--- src/rtl/rle_row_compressor_if.sv ---
// Row handshake bundle for rle_row_compressor: row input, packed/raw result output, busy status.
interface rle_row_compressor_if #(
    parameter int ROW_SIZE = 16
);
    logic                in_valid;
    logic                in_ready;
    logic [ROW_SIZE-1:0] in_row;
    logic                out_valid;
    logic                out_ready;
    logic [ROW_SIZE-1:0] out_data;
    logic                out_raw;
    logic                busy;

    modport master (
        output in_valid, in_row, out_ready,
        input  in_ready, out_valid, out_data, out_raw, busy
    );

    modport slave (
        input  in_valid, in_row, out_ready,
        output in_ready, out_valid, out_data, out_raw, busy
    );
endinterface

--- src/rtl/rle_row_compressor.sv ---
// Serial MSB-first run-length encoder for one binary row; unencodable rows pass through raw.
// Optional macro RLE_FAST_ZERO_EN: an all-zero row skips the scan and is emitted one cycle after accept.
module rle_row_compressor #(
    parameter int SECTION_SIZE = 4,
    parameter int ROW_SIZE     = 16
) (
    input logic              clk,
    input logic              rst,
    rle_row_compressor_if.slave bus
);
    // state | meaning
    // IDLE  | waiting for a row, in_ready high
    // SCAN  | consuming one row bit per cycle, MSB first
    // EMIT  | result presented, held until out_ready
    localparam int NUM_SECTIONS = ROW_SIZE / SECTION_SIZE;
    localparam int MAX_RUN      = (1 << SECTION_SIZE) - 1;
    localparam int LEN_W        = SECTION_SIZE + 1;
    localparam int SEC_W        = $clog2(NUM_SECTIONS + 1);
    localparam int CNT_W        = $clog2(ROW_SIZE + 1);

    typedef enum logic [1:0] {IDLE, SCAN, EMIT} stateT;

    stateT               state, stateNxt;
    logic [ROW_SIZE-1:0] shiftReg, shiftRegNxt;
    logic [ROW_SIZE-1:0] accum, accumNxt;
    logic                runBit, runBitNxt;
    logic [LEN_W-1:0]    runLen, runLenNxt;
    logic [SEC_W-1:0]    section, sectionNxt;
    logic                ovf, ovfNxt;
    logic [CNT_W-1:0]    bitCnt, bitCntNxt;
    logic [ROW_SIZE-1:0] outData, outDataNxt;
    logic                outRaw, outRawNxt;
    logic                curBit;
    logic                zeroRow;

    function automatic logic [ROW_SIZE-1:0] commitRun(
        input logic [ROW_SIZE-1:0] acc,
        input logic [SEC_W-1:0]    sec,
        input logic [LEN_W-1:0]    len
    );
        logic [ROW_SIZE-1:0] res;
        res = acc;
        for (int k = 0; k < NUM_SECTIONS; k++) begin
            if (sec == SEC_W'(k)) res[k*SECTION_SIZE +: SECTION_SIZE] = len[SECTION_SIZE-1:0];
        end
        return res;
    endfunction

    always_ff @(posedge clk or posedge rst) begin
        if (rst) begin
            state    <= IDLE;
            shiftReg <= '0;
            accum    <= '0;
            runBit   <= 1'b0;
            runLen   <= '0;
            section  <= '0;
            ovf      <= 1'b0;
            bitCnt   <= '0;
            outData  <= '0;
            outRaw   <= 1'b0;
        end else begin
            state    <= stateNxt;
            shiftReg <= shiftRegNxt;
            accum    <= accumNxt;
            runBit   <= runBitNxt;
            runLen   <= runLenNxt;
            section  <= sectionNxt;
            ovf      <= ovfNxt;
            bitCnt   <= bitCntNxt;
            outData  <= outDataNxt;
            outRaw   <= outRawNxt;
        end
    end

    always_comb begin
        stateNxt    = state;
        shiftRegNxt = shiftReg;
        accumNxt    = accum;
        runBitNxt   = runBit;
        runLenNxt   = runLen;
        sectionNxt  = section;
        ovfNxt      = ovf;
        bitCntNxt   = bitCnt;
        outDataNxt  = outData;
        outRawNxt   = outRaw;
        curBit      = shiftReg[ROW_SIZE-1];
        zeroRow     = 1'b0;

        case (state)
            IDLE: begin
                if (bus.in_valid) begin
                    shiftRegNxt = bus.in_row;
                    accumNxt    = '0;
                    runBitNxt   = 1'b0;
                    runLenNxt   = '0;
                    sectionNxt  = '0;
                    ovfNxt      = 1'b0;
                    bitCntNxt   = CNT_W'(ROW_SIZE);
                    stateNxt    = SCAN;
`ifdef RLE_FAST_ZERO_EN
                    if (bus.in_row == '0) begin
                        outDataNxt = '0;
                        outRawNxt  = 1'b0;
                        stateNxt   = EMIT;
                    end
`endif
                end
            end
            SCAN: begin
                // Rotating instead of shifting restores the original row after the last bit,
                // which is exactly what the raw pass-through needs.
                shiftRegNxt = {shiftReg[ROW_SIZE-2:0], curBit};
                bitCntNxt   = bitCnt - CNT_W'(1);
                if (curBit == runBit) begin
                    runLenNxt = runLen + LEN_W'(1);
                    if (runLenNxt > LEN_W'(MAX_RUN)) ovfNxt = 1'b1;
                end else begin
                    accumNxt = commitRun(accum, section, runLen);
                    if (section == SEC_W'(NUM_SECTIONS)) ovfNxt = 1'b1;
                    sectionNxt = (section == SEC_W'(NUM_SECTIONS)) ? section : section + SEC_W'(1);
                    runBitNxt  = ~runBit;
                    runLenNxt  = LEN_W'(1);
                end
                if (bitCnt == CNT_W'(1)) begin
                    accumNxt = commitRun(accumNxt, sectionNxt, runLenNxt);
                    if (sectionNxt == SEC_W'(NUM_SECTIONS)) ovfNxt = 1'b1;
                    // A full-width zero run overflows the field but encodes as all zeros.
                    zeroRow    = (shiftRegNxt == '0);
                    outRawNxt  = ovfNxt & ~zeroRow;
                    outDataNxt = outRawNxt ? shiftRegNxt : accumNxt;
                    stateNxt   = EMIT;
                end
            end
            EMIT: begin
                if (bus.out_ready) stateNxt = IDLE;
            end
            default: stateNxt = IDLE;
        endcase
    end

    assign bus.in_ready  = (state == IDLE);
    assign bus.out_valid = (state == EMIT);
    assign bus.busy      = (state != IDLE);
    assign bus.out_data  = outData;
    assign bus.out_raw   = outRaw;
endmodule

--- src/flat_wrapper.sv ---
// flat-port wrapper written by rule: the top's interface ports become plain ports
module rle_row_compressor_flat 
#(
    parameter int SECTION_SIZE = 4,
    parameter int ROW_SIZE     = 16
)
  (clk, rst, bus_in_valid, bus_in_row, bus_out_ready, bus_in_ready, bus_out_valid, bus_out_data, bus_out_raw, bus_busy);
  rle_row_compressor_if #(.ROW_SIZE(ROW_SIZE)) bus_i ();
  input logic clk;
  input logic rst;
  input wire logic [$bits(bus_i.in_valid)-1:0] bus_in_valid;
  input wire logic [$bits(bus_i.in_row)-1:0] bus_in_row;
  input wire logic [$bits(bus_i.out_ready)-1:0] bus_out_ready;
  output wire logic [$bits(bus_i.in_ready)-1:0] bus_in_ready;
  output wire logic [$bits(bus_i.out_valid)-1:0] bus_out_valid;
  output wire logic [$bits(bus_i.out_data)-1:0] bus_out_data;
  output wire logic [$bits(bus_i.out_raw)-1:0] bus_out_raw;
  output wire logic [$bits(bus_i.busy)-1:0] bus_busy;
  assign bus_i.in_valid = bus_in_valid;
  assign bus_i.in_row = bus_in_row;
  assign bus_i.out_ready = bus_out_ready;
  assign bus_in_ready = bus_i.in_ready;
  assign bus_out_valid = bus_i.out_valid;
  assign bus_out_data = bus_i.out_data;
  assign bus_out_raw = bus_i.out_raw;
  assign bus_busy = bus_i.busy;
  rle_row_compressor #(.SECTION_SIZE(SECTION_SIZE), .ROW_SIZE(ROW_SIZE)) u_core (.clk(clk), .rst(rst), .bus(bus_i));
endmodule
--- config.mk ---
export PLATFORM = sky130hd
export DESIGN_NAME = rle_row_compressor_flat
export DESIGN_NICKNAME = d
export VERILOG_FILES = /design/src/rtl/rle_row_compressor_if.sv /design/src/rtl/rle_row_compressor.sv /design/src/flat_wrapper.sv
export SDC_FILE = /design/constraint.sdc
export NUM_CORES = 1
export LEC_CHECK = 0
export ABC_AREA = 0
export BUFFER_PORTS_ARGS = -buffer_cell sky130_fd_sc_hd__buf_2
export CORE_MARGIN = 4
export CORE_UTILIZATION = 62
export CTS_BUF_LIST = sky130_fd_sc_hd__clkbuf_16
export CTS_CLUSTER_DIAMETER = 100
export CTS_CLUSTER_SIZE = 25
export DETAILED_ROUTE_END_ITERATION = 10
export PLACE_DENSITY = 0.94
export SLEW_MARGIN = 20
export SYNTH_ARGS = -nofsm -noshare
export SYNTH_HDL_FRONTEND = slang
export SYNTH_SLANG_ARGS = --single-unit
--- constraint.sdc ---
create_clock -name clk -period 4.86 [get_ports clk]
set_input_delay 0.729 -clock clk [delete_from_list [all_inputs] [get_ports clk]]
set_output_delay 0.729 -clock clk [all_outputs]
set_load 0.05 [all_outputs]
# After elaboration in Yosys (flattened, before gate mapping)

Cells that the tools add are included.

Add/sub/neg operators: 3
$lt $le $gt $ge: 1
Equality and inequality tests: 16
Mux-type cells: 40
Bitwise operators: 3
Reductions and logical operators: 10

Operators by type and width:

| kind                                               | count |
|---|---|
| 2-to-1 mux 16 bit                                  | 5 |
| case mux 16 bit (2 select lines)                   | 2 |
| 2-to-1 mux 4 bit                                   | 8 |
| case mux 5 bit (2 select lines)                    | 2 |
| logical NOT 16 bit                                 | 1 |
| 2-to-1 mux 5 bit                                   | 3 |
| == test 3 x 2 -> 1 bit, second input constant      | 4 |
| 2-to-1 mux 3 bit                                   | 4 |
| 2-to-1 mux 1 bit                                   | 9 |
| == test 3 x 1 -> 1 bit, second input constant      | 2 |
| == test 3 bit, second input constant               | 2 |
| logical NOT 3 bit                                  | 2 |
| 2-to-1 mux 2 bit                                   | 3 |
| != test 2 bit, second input constant               | 3 |
| case mux 2 bit (3 select lines)                    | 1 |
| case mux 3 bit (2 select lines)                    | 1 |
| AND reduction 3 bit                                | 2 |
| adder 5 x 1 -> 5 bit, second input constant        | 1 |
| == test 5 x 1 -> 1 bit, second input constant      | 1 |
| > comparator 5 x 4 -> 1 bit, second input constant | 1 |
| subtractor 5 x 1 -> 5 bit, second input constant   | 1 |
| case mux 1 bit (2 select lines)                    | 2 |
| AND reduction 2 bit                                | 2 |
| nonzero test 2 bit                                 | 2 |
| other kinds (8)                                    | 9 |

Register bits after elaboration: 66
Input bits: 20
Output and inout port bits: 20
Logic and storage cells: 83

# Logic depth before layout (Yosys ltp)

Gate-level depths: netlist of run 1.

Depth in word-level cells: 10
Gate-level depth with buffers: 10
Gate-level depth less buffers: 8

# Worst setup path before layout of run 1

No wires, ideal clock.

Kind: register to output
From: register u_core.state[0]
To: output port bus_busy
Arrival time: 1.666 ns
Data required time: 4.131 ns
Path slack: 2.465 ns
Cell stages (with the launch flop): 4
Buffers on the path: 1
Path through: dfrtp_1 -> clkbuf_2 -> nor2_1 -> inv_1

Cells in the longest elaborated chain, start to end: 1

RTL lines:

| element                | line                      | text |
|---|---|---|
| from (decl)            | rle_row_compressor.sv:23  | `stateT state, stateNxt;` |
| from (signal assigned) | rle_row_compressor.sv:62  | `state <= stateNxt;` |
| nonzero test 2 bit     | rle_row_compressor.sv:143 | `assign bus.busy = (state != IDLE);` |
| to (decl)              | flat_wrapper.sv:18        | `output wire logic [$bits(bus_i.busy)-1:0] bus_busy;` |

No other way between the ends.

# Worst setup path after layout of run 1

From: register u_core.bitCnt[1]
To: register u_core.outData[1], in the netlist u_core.bus.out_data[1]

Cells in the longest elaborated chain, start to end: 2

RTL lines:

| element                       | line                      | text |
|---|---|---|
| from (decl)                   | rle_row_compressor.sv:30  | `logic [CNT_W-1:0] bitCnt, bitCntNxt;` |
| from (signal assigned)        | rle_row_compressor.sv:69  | `bitCnt <= bitCntNxt;` |
| == test 5 x 1 -> 1 bit        | rle_row_compressor.sv:124 | `if (bitCnt == CNT_W'(1)) begin` |
| AND reduction 2 bit (no line) | n/a                       |  |
| to (signal assigned)          | rle_row_compressor.sv:70  | `outData <= outDataNxt;` |
| to (decl)                     | rle_row_compressor.sv:31  | `logic [ROW_SIZE-1:0] outData, outDataNxt;` |

No other way between the ends.
A chain may end at the register's enable or synchronous reset.

==> flow_summary.json, run 1 <==
{
  "hold-worst-slack_ps": 477,
  "drt_first_pass_iters": 6,
  "synth_top_cell_area_share_pct": 42.4,
  "critical_path.top_delay_family": "simple AND/OR/NAND/NOR gates",
  "final_hold_vio_count": 0,
  "maxSlewViolCount": 0,
  "report.final.setup_viol": 0,
  "syn_to_final_growth_pct": 13.4,
  "antenna_found_initial": 0,
  "finish.utilization_pct": 73.3,
  "layout-drive-gt1-share_pct": 15.8,
  "startpoint_of_the_most_critical_setup_path": "u_core.bitCnt[1]$_DFFE_PP0P_",
  "finalWeightedCongestion": 0.967,
  "critPathBufInv": 2,
  "floorplan.initialDensity_pct": 64.7,
  "cts_root_buffer": "sky130_fd_sc_hd__clkbuf_16",
  "vias_in_the_first_global_route": 3405,
  "routed_wire_length_per_instance_um": 20.0,
  "max_freq_ghz": 0.328,
  "cell_at_the_slowest_stage_of_the_critical_path": "sky130_fd_sc_hd__nor4b_4",
  "detail-route-antenna-nets": 0,
  "synthDistinctLibCells": 56,
  "cellPowerDensity_nw_per_um2": 806,
  "clock_path_buffers": 2,
  "timing.reg2reg.worst_path_depth": 9,
  "ctsResizeCount": 0,
  "finalNonFillerCells": 542,
  "multiInputGateArea_um2": 2070,
  "worst_slew_margin_rel_pct": 42.8,
  "routed_wl_um": 10800,
  "internal-power_mw": 1.81,
  "synth_top_cells_by_area": "sky130_fd_sc_hd__dfrtp_1, sky130_fd_sc_hd__nand2_1, sky130_fd_sc_hd__mux2i_1",
  "number_of_buffer_cells_added_on_primary_ports": 39,
  "detailedRoute.firstIterationViolations": 467,
  "synthDominantAreaCellType": "sky130_fd_sc_hd__dfrtp_1",
  "antenna-diode-count": 0,
  "r2r_slack_ps": 1810,
  "route.vias.total": 3564,
  "gr-usage-all-layers_pct": 30.0,
  "final.period_utilization_pct": 62.8,
  "vdd.ir_drop.worst_mv": 0.561,
  "placedCellCount": 526,
  "worst_skew_pair.late_latency_ps": 330,
  "timing_worst_setup_path_type": "reg -> reg",
  "crit_path_max_fanout": 30,
  "ys_dominant_reg_cell": "sky130_fd_sc_hd__dfrtp_1",
  "synth_warnings": 0,
  "synth_enable_flop_cells": 0,
  "cells_traversed_along_the_worst_timing_path": "inv_1, ha_1, nor4b_4, nand2_1, buf_4, nor3_1, mux2i_1, o21bai_1, o211ai_1",
  "reg2reg_to": "u_core.bus.out_data[1]$_DFFE_PP0P_",
  "cts.htree.levels": 3,
  "netSwitchingPower_mw": 1.75,
  "grt_pass1_wl_um": 17500,
  "cts_tree": "yes",
  "core-area_um2": 6030,
  "worst_path_largest_cell_delay_ps": 700,
  "hold_bufs_at_cts": 0,
  "type_of_the_tightest_min_delay_check": "reg -> reg",
  "ys_async_sr_fraction_pct": 100,
  "route.detailed.vias_per_inst": 6.58,
  "critPathCapture": "u_core.bus.out_data[1]$_DFFE_PP0P_",
  "synthesis.nets": 469,
  "die-height_um": 87.3,
  "nFillCells": 425,
  "grt_remaining_overflow": 0,
  "finalNetCount": 491,
  "logic_pwr_share_pct": 48.5,
  "startpoint_type": "flop",
  "synth_area_per_cell_um2": 8.86,
  "worst_setup_path_end_kind": "flop",
  "p_sw_share_pct": 49.1,
  "cp.required_ps": 5100,
  "leakage_nw": 2.10,
  "min_period_ps": 3050,
  "sequential_cell_area_um2": 1650,
  "fp-row-count": 28,
  "launching_point_of_the_worst_reg2reg_path": "u_core.bitCnt[1]$_DFFE_PP0P_",
  "seq_area_frac_synth_pct": 42.4,
  "totalNegativeSetupSlack_ps": 0,
  "clock_power_share_pct": 20.9,
  "syn-instance-count": 440,
  "fp.dieW_um": 87.3,
  "tightest_slew_ps": 855,
  "cp.depth": 9,
  "run_status": "finished clean",
  "power_frac_seq_pct": 30.6,
  "boundaryPins": 40,
  "crit_arrival_ps": 3290,
  "clock_skew_ps": 7.97,
  "hpwlAfterDp_um": 7050,
  "pin_count_of_the_biggest_net_entering_global_routing": 67,
  "post_synth_instance_area_um2": 3900,
  "yosys_reg_bits": 66,
  "fp.dieArea_um2": 7620,
  "clk_pin_slew_worst_paths_ps": 60,
  "grt_setup_unrepaired": "no",
  "cts_inserted_buffers": 9,
  "max-cap-violations": 0,
  "detail_route.drc_violations": 0,
  "clock_sink_count": 66,
  "cts_setup_buffers": 0
}
[power groups by stage]
stage / combinational [mW] / sequential [mW] / clock [mW]
finish: 1.73 / 1.09 / 0.744
global route: 1.88 / 1.11 / 0.767
CTS: 1.69 / 1.07 / 0.745
detailed placement: 1.66 / 1.07 / 0
global placement: 1.62 / 1.06 / 0
floorplan: 1.25 / 1.14 / 0
[layout by cell type (no fill, tap or decap), types with 7 or more instances in the layout]
master,instances
sky130_fd_sc_hd__a21oi_1,10
sky130_fd_sc_hd__a22oi_1,13
sky130_fd_sc_hd__a31oi_1,16
sky130_fd_sc_hd__buf_2,39
sky130_fd_sc_hd__clkbuf_16,9
sky130_fd_sc_hd__dfrtp_1,66
sky130_fd_sc_hd__ha_1,9
sky130_fd_sc_hd__inv_1,10
sky130_fd_sc_hd__mux2i_1,22
sky130_fd_sc_hd__nand2_1,96
sky130_fd_sc_hd__nand2b_1,7
sky130_fd_sc_hd__nand3_1,19
sky130_fd_sc_hd__nor2_1,27
sky130_fd_sc_hd__o211ai_1,15
sky130_fd_sc_hd__o21ai_0,21
sky130_fd_sc_hd__o21bai_1,9
[metal layers]
metal	vias to the layer above	wire (um)	global-route usage (%)
met5	-	0	0
met4	0	470	13.9
met3	54	1060	5.49
met2	240	5160	47.0
met1	1652	4160	40.3
li1	1618	-	-
[metrics by stage]
stage,instance area [um^2],power (mW),setup WS (ps)
finish,4420,3.56,1810
floorplan,3900,2.40,2470
global route,4420,3.76,1620
global placement,4060,2.68,1760
CTS,4400,3.50,1480
detailed placement,4060,2.73,1640
[final cells by class]
type                       count  area share, %
clock inverter                 7           2.63
clock buffer                   9           5.10
multi-input combinational    332           46.8
inverter                      10          0.850
tap                           75           2.12
sequential                    66           37.4
timing repair buffer          43           5.10
[worst reg2reg max path, cell delays in order (launching register included)]
cell	delay (ps)
sky130_fd_sc_hd__dfrtp_1	370
sky130_fd_sc_hd__inv_1	100
sky130_fd_sc_hd__ha_1	160
sky130_fd_sc_hd__nor4b_4	700
sky130_fd_sc_hd__nand2_1	170
sky130_fd_sc_hd__buf_4	280
sky130_fd_sc_hd__nor3_1	600
sky130_fd_sc_hd__mux2i_1	260
sky130_fd_sc_hd__o21bai_1	220
sky130_fd_sc_hd__o211ai_1	120
[registers in the layout (all words and copies together), names as in the netlist, 2 cells and up]
| signal | cells |
|---|---|
| u_core.accum | 16 |
| u_core.state | 2 |
| u_core.section | 3 |
| u_core.runLen | 5 |
| u_core.shiftReg | 16 |
| u_core.bus.out_data | 16 |
| u_core.bitCnt | 5 |
[cell usage after synthesis (all sizes together), types with 2 or more instances]
cell type	instances
a221oi	3
a21oi	10
nor2	28
and3	5
and2	3
o2bb2ai	2
buf	13
mux2	2
a22oi	13
a221o	5
o22ai	2
o21bai	9
a22o	2
xor2	4
nand2b	7
nand3	20
nand2	96
o21ai	23
nor4	5
clkbuf	19
a2bb2oi	3
ha	9
nor4b	2
xnor2	2
nor2b	3
o211ai	15
dfrtp	66
a211oi	3
a31oi	16
inv	10
mux2i	22
or3	2
nor3	6
nor3b	2
[logic make-up after synthesis]
kind of cell | after synthesis | share of synthesized area (%)
fa+ha+maj | 9 | 2.89
buf+inv | 42 | 5.07
xor+xnor | 6 | 1.73
mux | 24 | 6.33
simple gates | 183 | 21.3
flops | 66 | 42.4
compound gates | 110 | 20.3
[how the worst min path moves through the flow]
stage,slack [ps],from,depth (start not counted),end
after floorplan,470,u_core.runLen[4]$_DFFE_PP0P_,2,u_core.runLen[4]$_DFFE_PP0P_
after CTS,480,u_core.bus.out_raw$_DFFE_PP0P_,2,u_core.bus.out_raw$_DFFE_PP0P_
after detailed placement,470,u_core.bus.out_raw$_DFFE_PP0P_,2,u_core.bus.out_raw$_DFFE_PP0P_
after global placement,480,u_core.bus.out_data[6]$_DFFE_PP0P_,2,u_core.bus.out_data[6]$_DFFE_PP0P_
final,480,u_core.bus.out_raw$_DFFE_PP0P_,2,u_core.bus.out_raw$_DFFE_PP0P_
after global routing,520,u_core.bus.out_data[4]$_DFFE_PP0P_,2,u_core.bus.out_data[4]$_DFFE_PP0P_
Power figures use the tool's default switching activity.
==> inputs of run 2 (changes only) <==
--- a/config.mk
+++ b/config.mk
@@ -8,12 +8,12 @@
 export ABC_AREA = 0
 export BUFFER_PORTS_ARGS = -buffer_cell sky130_fd_sc_hd__buf_2
 export CORE_MARGIN = 4
-export CORE_UTILIZATION = 62
+export CORE_UTILIZATION = 59
 export CTS_BUF_LIST = sky130_fd_sc_hd__clkbuf_16
 export CTS_CLUSTER_DIAMETER = 100
 export CTS_CLUSTER_SIZE = 25
 export DETAILED_ROUTE_END_ITERATION = 10
-export PLACE_DENSITY = 0.94
+export PLACE_DENSITY = 0.91
 export SLEW_MARGIN = 20
 export SYNTH_ARGS = -nofsm -noshare
 export SYNTH_HDL_FRONTEND = slang
==> constraint.sdc (replaced) <==
create_clock -name clk -period 3.1 [get_ports clk]
set_input_delay 0.465 -clock clk [delete_from_list [all_inputs] [get_ports clk]]
set_output_delay 0.465 -clock clk [all_outputs]
set_load 0.05 [all_outputs]
==> run 2 against run 1 <==
Count of clock-buffer cells in the layout is the same. Non-clock buffer count grew 8. Global-route usage down 0.99 points. First-iteration DRC count fell by 8.1%. Critical endpoint is now u_core.bus.out_data[4]$_DFFE_PP0P_. Largest cell class unchanged. Highest routed layer unchanged.
==> flow_summary.json, run 2 (synthesis results as in run 1) <==
{
  "gr-usage-all-layers_pct": 29.0,
  "vias_in_the_first_global_route": 3504,
  "maxSlewViolCount": 0,
  "fp.dieArea_um2": 7970,
  "max_freq_ghz": 0.368,
  "total_power_mw": 5.37,
  "cells_traversed_along_the_worst_timing_path": "inv_1, ha_1, nand2b_1, nor4_1, a211oi_4, a221oi_1, o21ai_0, o211ai_1",
  "final_cell_mix": "sky130_fd_sc_hd__nand2_1, sky130_fd_sc_hd__dfrtp_1, sky130_fd_sc_hd__buf_2, sky130_fd_sc_hd__nor2_1, sky130_fd_sc_hd__mux2i_1",
  "detailedRoute.firstIterationViolations": 429,
  "r2r_slack_ps": 380,
  "vdd.ir_drop.worst_mv": 0.832,
  "timing_worst_setup_path_type": "reg -> reg",
  "syn_to_final_growth_pct": 13.2,
  "critPathBufInv": 1,
  "route.vias.total": 3610,
  "post-route-cell-area_um2": 4410,
  "crit_path_max_fanout": 13,
  "worst_path_largest_cell_delay_ps": 560,
  "type_of_the_tightest_min_delay_check": "in -> async",
  "hpwlAfterDp_um": 7220,
  "critical_path.top_delay_family": "compound AO/OA/AOI/OAI gates",
  "crit_arrival_ps": 2960,
  "floorplan.initialDensity_pct": 61.0,
  "cts_root_buffer": "sky130_fd_sc_hd__clkbuf_16",
  "drt_first_pass_iters": 6,
  "p_sw_share_pct": 49.5,
  "grt_remaining_overflow": 0,
  "finalNetCount": 499,
  "startpoint_type": "flop",
  "clock_sink_count": 66,
  "detail_route.drc_violations": 0,
  "detail-route-antenna-nets": 0,
  "finalWeightedCongestion": 0.964,
  "antenna-diode-count": 0,
  "min_period_ps": 2720,
  "clock_skew_ps": 5.68,
  "die-height_um": 89.3,
  "boundaryPins": 40,
  "run_status": "finished clean",
  "layout.cells.most_common": "sky130_fd_sc_hd__nand2_1",
  "cp.required_ps": 3340,
  "routed_wl_um": 10600,
  "clk_pin_slew_worst_paths_ps": 50,
  "clock_path_buffers": 2,
  "grt_pass1_wl_um": 17300,
  "finalNonFillerCells": 551,
  "totalNegativeSetupSlack_ps": 0,
  "routed_wire_length_per_instance_um": 19.3,
  "worst_setup_path_end_kind": "flop",
  "internal-power_mw": 2.71,
  "layout-drive-gt1-share_pct": 16.5,
  "cp.depth": 8,
  "power_frac_seq_pct": 31.4,
  "placed_area_um2": 4140,
  "grt_setup_unrepaired": "no",
  "final.period_utilization_pct": 87.6,
  "fp.dieW_um": 89.3,
  "ctsResizeCount": 0,
  "antenna_found_initial": 0,
  "cell_at_the_slowest_stage_of_the_critical_path": "sky130_fd_sc_hd__dfrtp_1",
  "cts.htree.levels": 3,
  "tightest_slew_ps": 772,
  "nFillCells": 453,
  "fp-row-count": 29,
  "final_hold_vio_count": 0,
  "cts_inserted_buffers": 9,
  "cellPowerDensity_nw_per_um2": 1220,
  "route.detailed.vias_per_inst": 6.55,
  "cts_tree": "yes",
  "hold_bufs_at_cts": 0,
  "netSwitchingPower_mw": 2.66,
  "pin_count_of_the_biggest_net_entering_global_routing": 35,
  "placedCellCount": 536,
  "hold-worst-slack_ps": 248,
  "timing.reg2reg.worst_path_depth": 8,
  "worst_skew_pair.late_latency_ps": 330,
  "worst_slew_margin_rel_pct": 48.1,
  "leakage_nw": 2.10,
  "core-area_um2": 6390,
  "logic_pwr_share_pct": 51.0,
  "report.final.setup_viol": 0,
  "clock_power_share_pct": 17.6,
  "max-cap-violations": 0,
  "cts_setup_buffers": 0,
  "number_of_buffer_cells_added_on_primary_ports": 39
}
==> run 2: changes by cell type in the layout (fill, tap and decap cells not counted), sizes merged <==
cell and change:
inv -1, bufinv -2, buf +8, clkinv +2
==> run 2: power groups by stage <==
stage / registers, mW / logic (mW) / clock network [mW]
detailed placement: 1.67 / 2.67 / 0
finish: 1.69 / 2.74 / 0.945
floorplan: 1.79 / 1.97 / 0
CTS: 1.66 / 2.70 / 0.951
global placement: 1.65 / 2.58 / 0
global route: 1.73 / 2.97 / 0.998
==> run 2: per-stage QoR <==
stage               utilization (%)  setup slack, ps
CTS                            69.1              469
global route                   69.1              178
detailed placement             64.8              482
floorplan                         -              761
global placement               64.8              617
finish                         69.1              384
==> run 2: worst reg2reg max path: cells and delay by family, from the launching register on <==
family / cells / cell delay (ps)
fa+ha+maj: 1 / 390
flops: 1 / 560
simple gates: 2 / 620
buf+inv: 1 / 180
compound gates: 4 / 890
==> run 2: cell type report <==
cell class                 count  area [um^2]  share of cell area, %
tap                           77         96.3                   2.18
timing repair buffer          51          298                   6.75
multi-input combinational    332         2050                   46.5
clock inverter                 6         50.0                   1.13
sequential                    66         1650                   37.4
clock buffer                   9          225                   5.11
inverter                      10         37.5                  0.851
==> run 2: layer usage <==
| layer | vias to the layer above | routed length [um] | part of all wire (%) | track usage [%] |
|---|---|---|---|---|
| li1 | 1626 | - | - | - |
| met1 | 1690 | 4230 | 40 | 38.5 |
| met2 | 250 | 4960 | 47 | 44.8 |
| met3 | 44 | 1140 | 11 | 7.10 |
| met4 | 0 | 311 | 2.9 | 13.4 |
| met5 | - | 0 | 0 | 0 |
==> run 2: final timing paths <==
kind / start / endpoint
setup / recovery: u_core.section[0]$_DFFE_PP0P_ / u_core.bus.out_data[4]$_DFFE_PP0P_
hold / removal: rst / u_core.shiftReg[2]$_DFFE_PP0P_
setup reg to reg: u_core.section[0]$_DFFE_PP0P_ / u_core.bus.out_data[4]$_DFFE_PP0P_
hold reg to reg: u_core.bus.out_data[15]$_DFFE_PP0P_ / u_core.bus.out_data[15]$_DFFE_PP0P_
max in group asynchronous: rst / u_core.accum[5]$_DFFE_PP0P_
min in group clk: bus_out_ready / u_core.state[1]$_DFFE_PP0P_
==> inputs of run 3 (changes only) <==
--- a/config.mk
+++ b/config.mk
@@ -13,6 +13,7 @@
 export CTS_CLUSTER_DIAMETER = 100
 export CTS_CLUSTER_SIZE = 25
 export DETAILED_ROUTE_END_ITERATION = 10
+export MAX_ROUTING_LAYER = met4
 export PLACE_DENSITY = 0.91
 export SLEW_MARGIN = 20
 export SYNTH_ARGS = -nofsm -noshare
==> constraint.sdc (replaced) <==
create_clock -name clk -period 2.5 [get_ports clk]
set_input_delay 0.375 -clock clk [delete_from_list [all_inputs] [get_ports clk]]
set_output_delay 0.375 -clock clk [all_outputs]
set_load 0.05 [all_outputs]
==> run 3 against run 2 <==
Register-to-register slack worse by 270 ps. Global-route usage up 0.72 points. Final cell count up 2.4%. Critical path depth unchanged. Combinational power up 39%. Critical path type unchanged. Largest cell class unchanged. Highest routed layer unchanged.
==> flow_summary.json, run 3 (synthesis results as in run 1) <==
{
  "run_status": "finished clean",
  "pin_count_of_the_biggest_net_entering_global_routing": 67,
  "netSwitchingPower_mw": 3.42,
  "grt_pass1_wl_um": 17500,
  "fp.dieW_um": 89.3,
  "cts_tree": "yes",
  "hold_end": "u_core.state[1]$_DFFE_PP0P_",
  "launching_point_of_the_worst_reg2reg_path": "u_core.section[1]$_DFFE_PP0P_",
  "die-height_um": 89.3,
  "clk_pin_slew_worst_paths_ps": 50,
  "final.period_utilization_pct": 95.6,
  "internal-power_mw": 3.59,
  "power_frac_seq_pct": 28.9,
  "detail-route-antenna-nets": 0,
  "grt_setup_unrepaired": "no",
  "totalNegativeSetupSlack_ps": 0,
  "cellPowerDensity_nw_per_um2": 1540,
  "clock_path_buffers": 2,
  "crit_arrival_ps": 2600,
  "reg2reg_to": "u_core.bus.out_data[8]$_DFFE_PP0P_",
  "gr-usage-all-layers_pct": 29.7,
  "fp-row-count": 29,
  "core-area_um2": 6390,
  "grt_remaining_overflow": 0,
  "boundaryPins": 40,
  "logic_pwr_share_pct": 54.2,
  "vias_in_the_first_global_route": 3515,
  "timing.reg2reg.worst_path_depth": 8,
  "route.detailed.vias_per_inst": 6.61,
  "antenna-diode-count": 0,
  "nFillCells": 427,
  "report.final.setup_viol": 0,
  "worst_setup_path_end_kind": "flop",
  "layout-drive-gt1-share_pct": 20.9,
  "type_of_the_tightest_min_delay_check": "in -> reg",
  "number_of_buffer_cells_added_on_primary_ports": 39,
  "detailedRoute.firstIterationViolations": 443,
  "startpoint_type": "flop",
  "min_from": "bus_out_ready",
  "detail_route.drc_violations": 0,
  "floorplan.initialDensity_pct": 61.0,
  "routed_wire_length_per_instance_um": 19.2,
  "vdd.ir_drop.worst_mv": 1.38,
  "fp.dieArea_um2": 7970,
  "hold_path_depth": 2,
  "hold_bufs_at_cts": 0,
  "p_sw_share_pct": 48.8,
  "max_freq_ghz": 0.418,
  "cts.htree.levels": 3,
  "leakage_nw": 2.16,
  "hold-worst-slack_ps": 227,
  "tightest_slew_ps": 826,
  "max-cap-violations": 0,
  "routed_wl_um": 10900,
  "cts_inserted_buffers": 9,
  "drt_first_pass_iters": 6,
  "finalWeightedCongestion": 0.943,
  "worst_slew_margin_rel_pct": 44.9,
  "timing_worst_setup_path_type": "reg -> reg",
  "final_cell_mix": "sky130_fd_sc_hd__nand2_1, sky130_fd_sc_hd__dfrtp_1, sky130_fd_sc_hd__buf_2, sky130_fd_sc_hd__nor2_1, sky130_fd_sc_hd__buf_4",
  "route.vias.total": 3726,
  "cts_root_buffer": "sky130_fd_sc_hd__clkbuf_16",
  "clock_skew_ps": 4.77,
  "final_hold_vio_count": 0,
  "maxSlewViolCount": 0,
  "cp.required_ps": 2710,
  "antenna_found_initial": 0,
  "r2r_slack_ps": 110,
  "min_period_ps": 2390,
  "layout.cells.most_common": "sky130_fd_sc_hd__nand2_1",
  "finalNetCount": 513,
  "syn_to_final_growth_pct": 16.8,
  "clock_power_share_pct": 16.9,
  "hpwlAfterDp_um": 7470,
  "crit_path_max_fanout": 7,
  "worst_skew_pair.late_latency_ps": 330,
  "clock_sink_count": 66
}
[run 3: cell count changes in the layout (fill, tap and decap cells not counted), sizes merged]
cell,change
buf,+14
inv,-1
[run 3: critical path, stage by stage (launching register included)]
cell and delay, ps:
sky130_fd_sc_hd__dfrtp_2 450, sky130_fd_sc_hd__ha_1 200, sky130_fd_sc_hd__ha_1 370, sky130_fd_sc_hd__nand2_1 110
sky130_fd_sc_hd__a211o_1 250, sky130_fd_sc_hd__nand2_1 180, sky130_fd_sc_hd__mux2i_2 290, sky130_fd_sc_hd__a21oi_1 110
sky130_fd_sc_hd__a221o_1 310
[run 3: cell type report]
cell class,count,area (um^2),area share [%]
clock buffer,9,225,4.95
clock inverter,5,47.5,1.04
inverter,10,37.5,0.825
multi-input combinational,332,2090,45.9
sequential,66,1650,36.3
tap,77,96.3,2.12
timing repair buffer,65,403,8.85
[run 3: how the worst max path moves through the flow]
stage,startpoint,endpoint,cells after the start
finish,u_core.section[1]$_DFFE_PP0P_,u_core.bus.out_data[8]$_DFFE_PP0P_,8
global route,u_core.section[0]$_DFFE_PP0P_,u_core.bus.out_data[0]$_DFFE_PP0P_,8
CTS,u_core.section[1]$_DFFE_PP0P_,u_core.bus.out_data[5]$_DFFE_PP0P_,8
detailed placement,u_core.section[1]$_DFFE_PP0P_,u_core.bus.out_data[2]$_DFFE_PP0P_,8
global placement,u_core.section[1]$_DFFE_PP0P_,u_core.bus.out_data[5]$_DFFE_PP0P_,8
floorplan,u_core.section[0]$_DFFE_PP0P_,u_core.bus.out_data[4]$_DFFE_PP0P_,9
[run 3: what timing repair did]
action | CTS | global route
resized for setup | 0 | 10
endpoints found under the setup margin | 0 | 13
setup buffers | 0 | 3
[run 3: layer usage]
metal / vias to the layer above / global-route usage, % / wire length, um
met2: 240 / 44.3 / 5110
met1: 1781 / 38.5 / 4270
met4: 0 / 13.1 / 428
li1: 1651 / - / -
met5: - / - / 0
met3: 54 / 7.19 / 1040
[run 3: power groups by stage]
| stage | registers [mW] | clock network [mW] | logic (mW) |
|---|---|---|---|
| global placement | 1.98 | 0 | 3.47 |
| finish | 2.02 | 1.19 | 3.80 |
| global route | 2.07 | 1.25 | 4.09 |
| floorplan | 2.22 | 0 | 2.44 |
| CTS | 1.99 | 1.20 | 3.65 |
| detailed placement | 2.00 | 0 | 3.61 |
[run 3: stage by stage]
stage	util [%]	cell area (um^2)	setup WS [ps]	std cells	power (mW)
4_1_cts	70.3	4490	2.43	561	6.84
6_report	71.3	4550	110	564	7.01
3_5_place_dp	66.0	4220	63.0	547	5.61
2_1_floorplan	-	3900	161	440	4.66
3_3_place_gp	66.0	4220	185	547	5.45
5_1_grt	71.3	4550	0.447	564	7.42
